**config.mk**
```make
export PLATFORM = sky130hd
export DESIGN_NAME = timing_gen
export DESIGN_NICKNAME = d
export VERILOG_FILES = /design/src/rtl/timing_pkg.sv /design/src/rtl/timing_gen_axis_timer.sv /design/src/rtl/timing_gen.sv
export SDC_FILE = /design/constraint.sdc
export NUM_CORES = 1
export LEC_CHECK = 0
export CORE_MARGIN = 5
export CORE_UTILIZATION = 60
export CTS_CLUSTER_SIZE = 10
export DETAILED_ROUTE_END_ITERATION = 7
export PLACE_DENSITY_LB_ADDON = 0.2
export SLEW_MARGIN = 15
export SYNTH_ARGS = -nofsm -noshare
export SYNTH_HDL_FRONTEND = slang
export SYNTH_SLANG_ARGS = --single-unit
```
**constraint.sdc**
```tcl
create_clock -name clk -period 4.5 [get_ports clk]
set_clock_uncertainty 0.05 [all_clocks]
set_input_delay 0.675 -clock clk [delete_from_list [all_inputs] [get_ports clk]]
set_output_delay 0.675 -clock clk [all_outputs]
set_load 0.02 [all_outputs]
```
**src/rtl/timing_pkg.sv**
```systemverilog
// timing_pkg
//   Shared definitions for the video timing generator: the per-axis phase
//   encoding, the 640x480@60 default segment lengths and the phase
//   successor function used by axis_timer.
package timing_pkg;

    typedef enum logic [1:0] {
        PH_ACTIVE = 2'd0,
        PH_FRONT  = 2'd1,
        PH_SYNC   = 2'd2,
        PH_BACK   = 2'd3
    } phase_e;

    // 640x480 defaults (pixels / lines)
    localparam int unsigned VGA_H_ACTIVE = 640;
    localparam int unsigned VGA_H_FP     = 16;
    localparam int unsigned VGA_H_SYNC   = 96;
    localparam int unsigned VGA_H_BP     = 48;
    localparam int unsigned VGA_V_ACTIVE = 480;
    localparam int unsigned VGA_V_FP     = 10;
    localparam int unsigned VGA_V_SYNC   = 2;
    localparam int unsigned VGA_V_BP     = 33;
    localparam int unsigned VGA_WIDTH    = 10;

    function automatic phase_e next_phase(input phase_e p);
        phase_e n;
        case (p)
            PH_ACTIVE: n = PH_FRONT;
            PH_FRONT:  n = PH_SYNC;
            PH_SYNC:   n = PH_BACK;
            default:   n = PH_ACTIVE;
        endcase
        return n;
    endfunction

endpackage

```
**src/rtl/timing_gen_axis_timer.sv**
```systemverilog
// axis_timer
//   One axis (horizontal or vertical) of the timing generator. Keeps a
//   position counter over the whole axis period plus a segment counter and
//   phase register that walk ACTIVE -> FRONT -> SYNC -> BACK.
// Ports
//   clk   in   clock
//   rst   in   synchronous active-high reset (count 0, phase ACTIVE)
//   step  in   advance by one position on this edge
//   count out  WIDTH  position within the axis period
//   phase out  current segment
//   wrap  out  count is at the last position (TOTAL-1); not gated by step
module axis_timer
    import timing_pkg::*;
#(
    parameter int unsigned SEG_ACTIVE = 640,
    parameter int unsigned SEG_FP     = 16,
    parameter int unsigned SEG_SYNC   = 96,
    parameter int unsigned SEG_BP     = 48,
    parameter int unsigned WIDTH      = 10
) (
    input  logic             clk,
    input  logic             rst,
    input  logic             step,
    output logic [WIDTH-1:0] count,
    output phase_e           phase,
    output logic             wrap
);

    localparam int unsigned TOTAL = SEG_ACTIVE + SEG_FP + SEG_SYNC + SEG_BP;

    if (SEG_ACTIVE == 0 || SEG_FP == 0 || SEG_SYNC == 0 || SEG_BP == 0) begin : g_bad_seg
        $error("axis_timer: every segment length must be nonzero");
    end
    if (((64'(TOTAL) - 64'd1) >> WIDTH) != 64'd0) begin : g_bad_width
        $error("axis_timer: TOTAL-1 does not fit in WIDTH bits");
    end

    localparam logic [WIDTH-1:0] LAST_CNT = WIDTH'(TOTAL - 1);
    localparam logic [WIDTH-1:0] A_LAST   = WIDTH'(SEG_ACTIVE - 1);
    localparam logic [WIDTH-1:0] F_LAST   = WIDTH'(SEG_FP - 1);
    localparam logic [WIDTH-1:0] S_LAST   = WIDTH'(SEG_SYNC - 1);
    localparam logic [WIDTH-1:0] B_LAST   = WIDTH'(SEG_BP - 1);

    logic [WIDTH-1:0] count_q, count_d;
    logic [WIDTH-1:0] seg_q, seg_d;
    logic [WIDTH-1:0] seg_last;
    phase_e           phase_q, phase_d;

    always_comb begin
        case (phase_q)
            PH_ACTIVE: seg_last = A_LAST;
            PH_FRONT:  seg_last = F_LAST;
            PH_SYNC:   seg_last = S_LAST;
            default:   seg_last = B_LAST;
        endcase
    end

    always_comb begin
        count_d = count_q;
        seg_d   = seg_q;
        phase_d = phase_q;
        if (step) begin
            count_d = (count_q == LAST_CNT) ? '0 : count_q + 1'b1;
            if (seg_q == seg_last) begin
                seg_d   = '0;
                phase_d = next_phase(phase_q);
            end else begin
                seg_d = seg_q + 1'b1;
            end
        end
    end

    always_ff @(posedge clk) begin
        if (rst) begin
            count_q <= '0;
            seg_q   <= '0;
            phase_q <= PH_ACTIVE;
        end else begin
            count_q <= count_d;
            seg_q   <= seg_d;
            phase_q <= phase_d;
        end
    end

    assign count = count_q;
    assign phase = phase_q;
    assign wrap  = (count_q == LAST_CNT);

endmodule

```
**src/rtl/timing_gen.sv**
```systemverilog
// timing_gen
//   Raster timing generator: a horizontal axis_timer stepped by the pixel
//   enable and a vertical axis_timer stepped once per line. Sync/active are
//   decoded from the registered phases, so they line up with hcount/vcount.
// Ports
//   clk          in   clock
//   rst          in   synchronous active-high reset, overrides en
//   en           in   pixel enable
//   hcount       out  WIDTH  pixel position within the line
//   vcount       out  WIDTH  line position within the frame
//   hsync/vsync  out  H_POL/V_POL level while the axis is in its sync segment
//   active       out  both axes in their active segment
//   line_start   out  en at hcount==0
//   frame_start  out  en at hcount==0, vcount==0
module timing_gen
    import timing_pkg::*;
#(
    parameter int unsigned WIDTH    = VGA_WIDTH,
    parameter int unsigned H_ACTIVE = VGA_H_ACTIVE,
    parameter int unsigned H_FP     = VGA_H_FP,
    parameter int unsigned H_SYNC   = VGA_H_SYNC,
    parameter int unsigned H_BP     = VGA_H_BP,
    parameter int unsigned V_ACTIVE = VGA_V_ACTIVE,
    parameter int unsigned V_FP     = VGA_V_FP,
    parameter int unsigned V_SYNC   = VGA_V_SYNC,
    parameter int unsigned V_BP     = VGA_V_BP,
    parameter bit          H_POL    = 1'b0,
    parameter bit          V_POL    = 1'b0
) (
    input  logic             clk,
    input  logic             rst,
    input  logic             en,
    output logic [WIDTH-1:0] hcount,
    output logic [WIDTH-1:0] vcount,
    output logic             hsync,
    output logic             vsync,
    output logic             active,
    output logic             line_start,
    output logic             frame_start
);

    phase_e h_phase, v_phase;
    logic   h_wrap;
    logic   v_wrap_unused;  // frame wrap needs no top-level action

    axis_timer #(
        .SEG_ACTIVE (H_ACTIVE),
        .SEG_FP     (H_FP),
        .SEG_SYNC   (H_SYNC),
        .SEG_BP     (H_BP),
        .WIDTH      (WIDTH)
    ) u_h (
        .clk   (clk),
        .rst   (rst),
        .step  (en),
        .count (hcount),
        .phase (h_phase),
        .wrap  (h_wrap)
    );

    // Vertical axis moves only on the enabled end-of-line edge, so its phase
    // can never change mid-line and both counters wrap on the same edge.
    axis_timer #(
        .SEG_ACTIVE (V_ACTIVE),
        .SEG_FP     (V_FP),
        .SEG_SYNC   (V_SYNC),
        .SEG_BP     (V_BP),
        .WIDTH      (WIDTH)
    ) u_v (
        .clk   (clk),
        .rst   (rst),
        .step  (h_wrap & en),
        .count (vcount),
        .phase (v_phase),
        .wrap  (v_wrap_unused)
    );

    assign hsync       = (h_phase == PH_SYNC) ? H_POL : ~H_POL;
    assign vsync       = (v_phase == PH_SYNC) ? V_POL : ~V_POL;
    assign active      = (h_phase == PH_ACTIVE) && (v_phase == PH_ACTIVE);
    assign line_start  = en && (hcount == '0);
    assign frame_start = en && (hcount == '0) && (vcount == '0);

endmodule

```
Word level (Yosys, flattened, before mapping). Index checks and enable logic that the tools add are counted.

Bits of input ports: 3. Flip-flop bits (word level): 44. Word-level logic and storage cells: 38. Output and inout port bits: 25.

Add/subtract/negate cells: 4. Bitwise logic cells: 1. Reductions and logical operators: 9. Mux-type cells: 10. Eq/ne operators: 8.

Operators by type and width (count): $add A10 B1 Y10 const B (4); $mux W10 (4); $pmux W10 S3 (1); $pmux W9 S3 (1); $eq A10 B10 Y1 const B (2); $logic_not A10 Y1 (2); $pmux W2 S3 (2); $eq A10 B10 Y1 (1); $eq A10 B9 Y1 (1); $eq A2 B1 Y1 const B (2); $eq A2 B2 Y1 const B (2); $logic_not A2 Y1 (2); $reduce_and A2 Y1 (2); $logic_and A1 B1 Y1 (3); $mux W1 (2); $and A1 B1 Y1 (1).

Longest topological paths before layout.
Depth in word-level cells: 4. Depth in mapped cells: 8. Depth with buffers taken out: 7.

By module. From an unflattened synthesis, not the netlist that was laid out.

Cell total of the unflattened synthesis: 256. Area, all modules: 2269.7 µm².

By module, submodules not included: axis_timer (u_v) (area each 1123.6 µm², times used 1, cells each 126, seq. area each 440.4 µm²); axis_timer (u_h) (area each 1061.0 µm², times used 1, cells each 118, seq. area each 440.4 µm²); timing_gen (area each 85.1 µm², times used 1, cells each 12, seq. area each 0.0 µm²).

Least setup slack after synthesis. OpenSTA, ideal clock, no wires.

Path kind: input to output. Start point: input port en. End point: output port frame_start. Stages on the path: 4. Data arrival time: 2.197 ns. Required time: 3.775 ns. Path slack: 1.578 ns. Buffers on the path: 1. Cell sequence: clkbuf_1 > nand4_1 > nor4_1 > and3_1.

Longest elaborated chain between the ends: 2.

RTL lines: from (decl) (RTL line timing_gen.sv:32) `input logic en,`; $logic_and A1 B1 Y1; via line_start (RTL line timing_gen.sv:38) `output logic line_start,`; $logic_and A1 B1 Y1 (RTL line timing_gen.sv:82) `assign frame_start = en && (hcount == '0) && (vcount == '0);`; to (decl) (RTL line timing_gen.sv:39) `output logic frame_start`.

The timed path passes the listed nets, and every way through them passes these cells.

Worst setup path after layout.
Start point: input port en. End point: output port frame_start.

Longest elaborated chain between the ends: 2.

RTL lines (RTL line): $logic_and A1 B1 Y1 (2 in series) (timing_gen.sv:82).

No other way between the ends.

==> metrics.md <==
| Metric | Value |
|---|---|
| Status | `completed` |
| Share of final-layout standard cells stronger than drive strength 1 | `4.870%` |
| Via total after detailed routing | `2028` |
| Reg power frac | `about 57%` |
| Share of the cycle needed by the critical path after routing | `a little under three quarters` |
| Hold crit path type | `reg2reg` |
| Cell Area, Placed | `0.002639 mm²` |
| Arithmetic-cell share of the synthesized area counting full adders, half adders and majority gates | `6.922%` |
| Congestion Overflow GR | `0` |
| Sum of net half-perimeters after detailed placement | `between 3000 and 4000 µm` |
| Path type of the worst setup path | `in2out` |
| Maximum fanout along the worst path | `12` |
| Fmax | `around 310 MHz` |
| Total Nets Final | `approximately 320` |
| Synthesized Nets | `299` |
| Cell area after synthesis | `between 0.002 and 0.0025 mm²` |
| Yosys synthesis warning count | `0` |
| Die height | `72.58 µm` |
| Net switching power figure | `approximately 0.16 mW` |
| Relative slew margins | `between 40% and 50%` |
| Peak supply drop | `approximately 0.18 mV` |
| Post-synthesis register bit count | `44` |
| Worst Hold Margin | `roughly 0.46 ns` |
| Cell total after placement | `348` |
| Hold buffer count at CTS | `0` |
| Final RePlAce weighted congestion | `approximately 0.8` |
| Core Util, Final | `~74%` |
| Internal power consumption | `0.5388 mW` |
| Compound-gate portion of the synthesized area | `7.987%` |
| Total die area | `approximately 0.0053 mm²` |
| Ratio of total power to cell area | `between 200 and 300 mW/mm²` |
| Fraction of power spent switching nets | `between 20% and 30%` |
| Synthesis-to-layout area growth | `16.45%` |
| CTS resizes | `0` |
| GR Util All Layers | `19.51%` |
| Critical path data required time | `3.77 ns` |
| Worst slack, placed | `approximately 1.3 ns` |
| Max Transition Viols Final | `0` |
| First-pass GRT wire length | `between 8000 and 9000 µm` |
| Leakage power summed over all cells | `0.9985 nW` |
| Aggregate routed wire length | `around 4800 µm` |
| Standard-cell rows | `22` |
| Avg Vias per Cell | `roughly 5.7` |
| Number of DRC markers after the initial detailed-route iteration | `roughly 140` |
| Slew at the pin with the worst max-slew slack | `between 0.8 and 0.9 ns` |
| CTS buffer count | `5` |
| Final worst-path setup slack | `~1.3 ns` |
| Clock tree from TritonCTS | `built` |
| Detailed-router iteration count before antenna repair | `5` |
| Vias in the first global route | `~1800` |
| Skew-Pair Late Insertion Delay | `about 0.30 ns` |
| Top cell type's share of synthesized area | `about 37%` |
| Critical R2R Launch | `u_h.phase[0]` |
| Average detailed-routed wire length per instance | `about 13 µm` |
| Worst setup SP type | `primary input` |
| Kind of end point of the critical path | `output pin` |
| Fraction of power consumed by the clock network | `a little under two fifths` |
| Overall power | `around 0.70 mW` |
| Most frequent standard cell in the layout excluding fill and tap cells | `sky130_fd_sc_hd__nor2_1` |
| Clock-pin slew on the worst setup and hold paths | `around 0.080 ns` |
| Starting Density | `between 60% and 70%` |
| Commonest cells after routing, fill and taps aside | `47 x sky130_fd_sc_hd__nor2_1, 44 x sky130_fd_sc_hd__dfxtp_1, 27 x sky130_fd_sc_hd__clkdlybuf4s50_1, 16 x sky130_fd_sc_hd__xor2_1` |
| Number of antenna diodes | `0` |
| Number of standard cells in the layout, taps in and fillers out | `~360` |
| Ranking of synthesized cells by area | `sky130_fd_sc_hd__dfxtp_1 37%, sky130_fd_sc_hd__nor2_1 7.5%, sky130_fd_sc_hd__ha_1 6.9%` |
| Area of the core | `about 0.0037 mm²` |
| CTS root buf | `sky130_fd_sc_hd__clkbuf_8` |
| Setup fix buffers added after clock tree synthesis | `0` |
| Startpoint of the worst setup timing path | `en` |
| Share of the yosys chip area belonging to registers | `a little under two fifths` |
| Post-route cell area | `0.002736 mm²` |
| Part of the power in combinational logic | `6.1%` |
| Fill count | `about 300` |
| CTS H-tree depth | `2` |
| Final hold viol count | `0` |
| Share of synthesized area spent on multiplexers | `approximately 1.3%` |
| Maximum Capacitance Violations | `0` |
| Largest net degree at the start of global routing | `27` |
| Boundary Pins | `28` |
| Fraction of synthesized cell area in xor and xnor cells | `about a tenth` |
| TritonCTS Sinks | `44` |
| Source of the worst hold timing path | `u_v.seg_q[1]` |
| Post-Synth Simple-Gate Area | `31.10%` |
| Maximum clock path buffer count | `2` |
| Antenna Violating Nets Remaining | `0` |
| Final setup fails | `0` |
| Die Width | `around 73 µm` |
| Minimum clock period after layout | `3.223 ns` |
| Total DRC errors in the routed layout | `0` |
| Number of I/O port buffers | `27` |
| Number of antenna violations at the first check in global routing | `0` |
| Distinct cell type count of the synthesized netlist | `43` |
| Arr. time, crit path | `between 2 and 3 ns` |
| Cell accounting for the most synthesized area | `sky130_fd_sc_hd__dfxtp_1` |
| Unrepaired setup endpoints after global routing | `no` |
| Post-Synthesis Cells | `about 280` |
| Total negative slack | `0 ns` |
| Dominant combinational cell family by area after synthesis | `simple AND/OR/NAND/NOR gates` |
| Syn Area/Cell | `slightly above 8 µm²` |
-- final timing paths --
check / cells past startpoint / slack (ns) / endpoint
max: 6 / 1.28 / frame_start
min reg2reg: 2 / 0.46 / u_v.seg_q[1]
max reg2reg: 7 / 2.27 / u_h.seg_q[8]
min: 2 / 0.46 / u_v.seg_q[1]
-- cells in the mapped netlist --
cell	count
sky130_fd_sc_hd__o22ai_1	1
sky130_fd_sc_hd__nor4_2	2
sky130_fd_sc_hd__nor2_1	47
sky130_fd_sc_hd__or3_1	4
sky130_fd_sc_hd__a21oi_1	10
sky130_fd_sc_hd__inv_1	15
sky130_fd_sc_hd__buf_6	1
sky130_fd_sc_hd__xor2_1	16
sky130_fd_sc_hd__and3_1	9
sky130_fd_sc_hd__nor4b_1	2
sky130_fd_sc_hd__or4_4	1
sky130_fd_sc_hd__and2_1	1
sky130_fd_sc_hd__o21bai_1	1
sky130_fd_sc_hd__and3b_1	2
sky130_fd_sc_hd__nor3_1	8
sky130_fd_sc_hd__or2_2	2
sky130_fd_sc_hd__a41oi_1	1
sky130_fd_sc_hd__nand3_1	13
sky130_fd_sc_hd__nor2b_1	1
sky130_fd_sc_hd__a31oi_1	2
sky130_fd_sc_hd__clkbuf_1	8
sky130_fd_sc_hd__dfxtp_1	44
sky130_fd_sc_hd__a211oi_1	3
sky130_fd_sc_hd__a22oi_1	1
sky130_fd_sc_hd__nand2b_1	5
sky130_fd_sc_hd__xnor2_1	12
sky130_fd_sc_hd__o21ai_1	1
sky130_fd_sc_hd__or2_0	1
sky130_fd_sc_hd__a311oi_1	2
sky130_fd_sc_hd__ha_1	13
sky130_fd_sc_hd__nand4b_1	2
sky130_fd_sc_hd__o21ai_0	5
sky130_fd_sc_hd__buf_2	3
sky130_fd_sc_hd__a21o_1	1
sky130_fd_sc_hd__nand4_1	11
sky130_fd_sc_hd__nand3b_1	1
sky130_fd_sc_hd__nand2_1	15
sky130_fd_sc_hd__and4_1	5
sky130_fd_sc_hd__o41ai_1	1
sky130_fd_sc_hd__or4_1	2
sky130_fd_sc_hd__a32oi_1	1
sky130_fd_sc_hd__mux2i_1	3
sky130_fd_sc_hd__nor4_1	4
-- state kept, by name (all words and copies together) (netlist names) --
register and flops:
u_h.seg_q 10, u_h.phase 2, u_v.count 10, u_h.count 10, u_v.seg_q 10, u_v.phase 2
-- logic make-up after synthesis --
kind of cell               Yosys count
buffers and inverters               27
AOI/OAI and AO/OA                   30
and+or+nand+nor                    138
muxes                                3
xor gates and xnor gates            28
DFF                                 44
adders and majority gates           13
-- power groups by stage --
stage / Sequential [mW] / Combinational, mW / Clock (mW)
CTS: 0.402 / 0.0433 / 0.264
global placement: 0.411 / 0.0421 / 0
finish: 0.402 / 0.0429 / 0.258
floorplan: 0.411 / 0.0287 / 0
global route: 0.403 / 0.0475 / 0.282
detailed placement: 0.411 / 0.0431 / 0
-- cell type report --
type	instances	area [µm²]	share of cell area (%)
multi-input cells	212	1356	49.57
flip-flops and latches	44	880.8	32.19
repair buffers	29	285.3	10.43
clock buffers	6	82.58	3.018
well taps	48	60.06	2.195
inverters	15	56.30	2.058
clock inverters	2	15.01	0.5487
-- worst max-delay path, stage by stage --
cell and delay, ns:
sky130_fd_sc_hd__clkdlybuf4s50_1 0.45, sky130_fd_sc_hd__buf_4 0.18, sky130_fd_sc_hd__nand4_1 0.09, sky130_fd_sc_hd__nor4_1 0.29, sky130_fd_sc_hd__and3_1 0.21, sky130_fd_sc_hd__clkdlybuf4s50_1 0.60
-- metal layers --
metal	GRT usage [%]	vias to the layer above	wire, µm
met5	0	-	0
met4	5.533	0	59
met2	31.56	48	2290
li1	-	1028	-
met3	4.270	9	194
met1	26.13	943	2248
(Power assumes the default switching activity.)
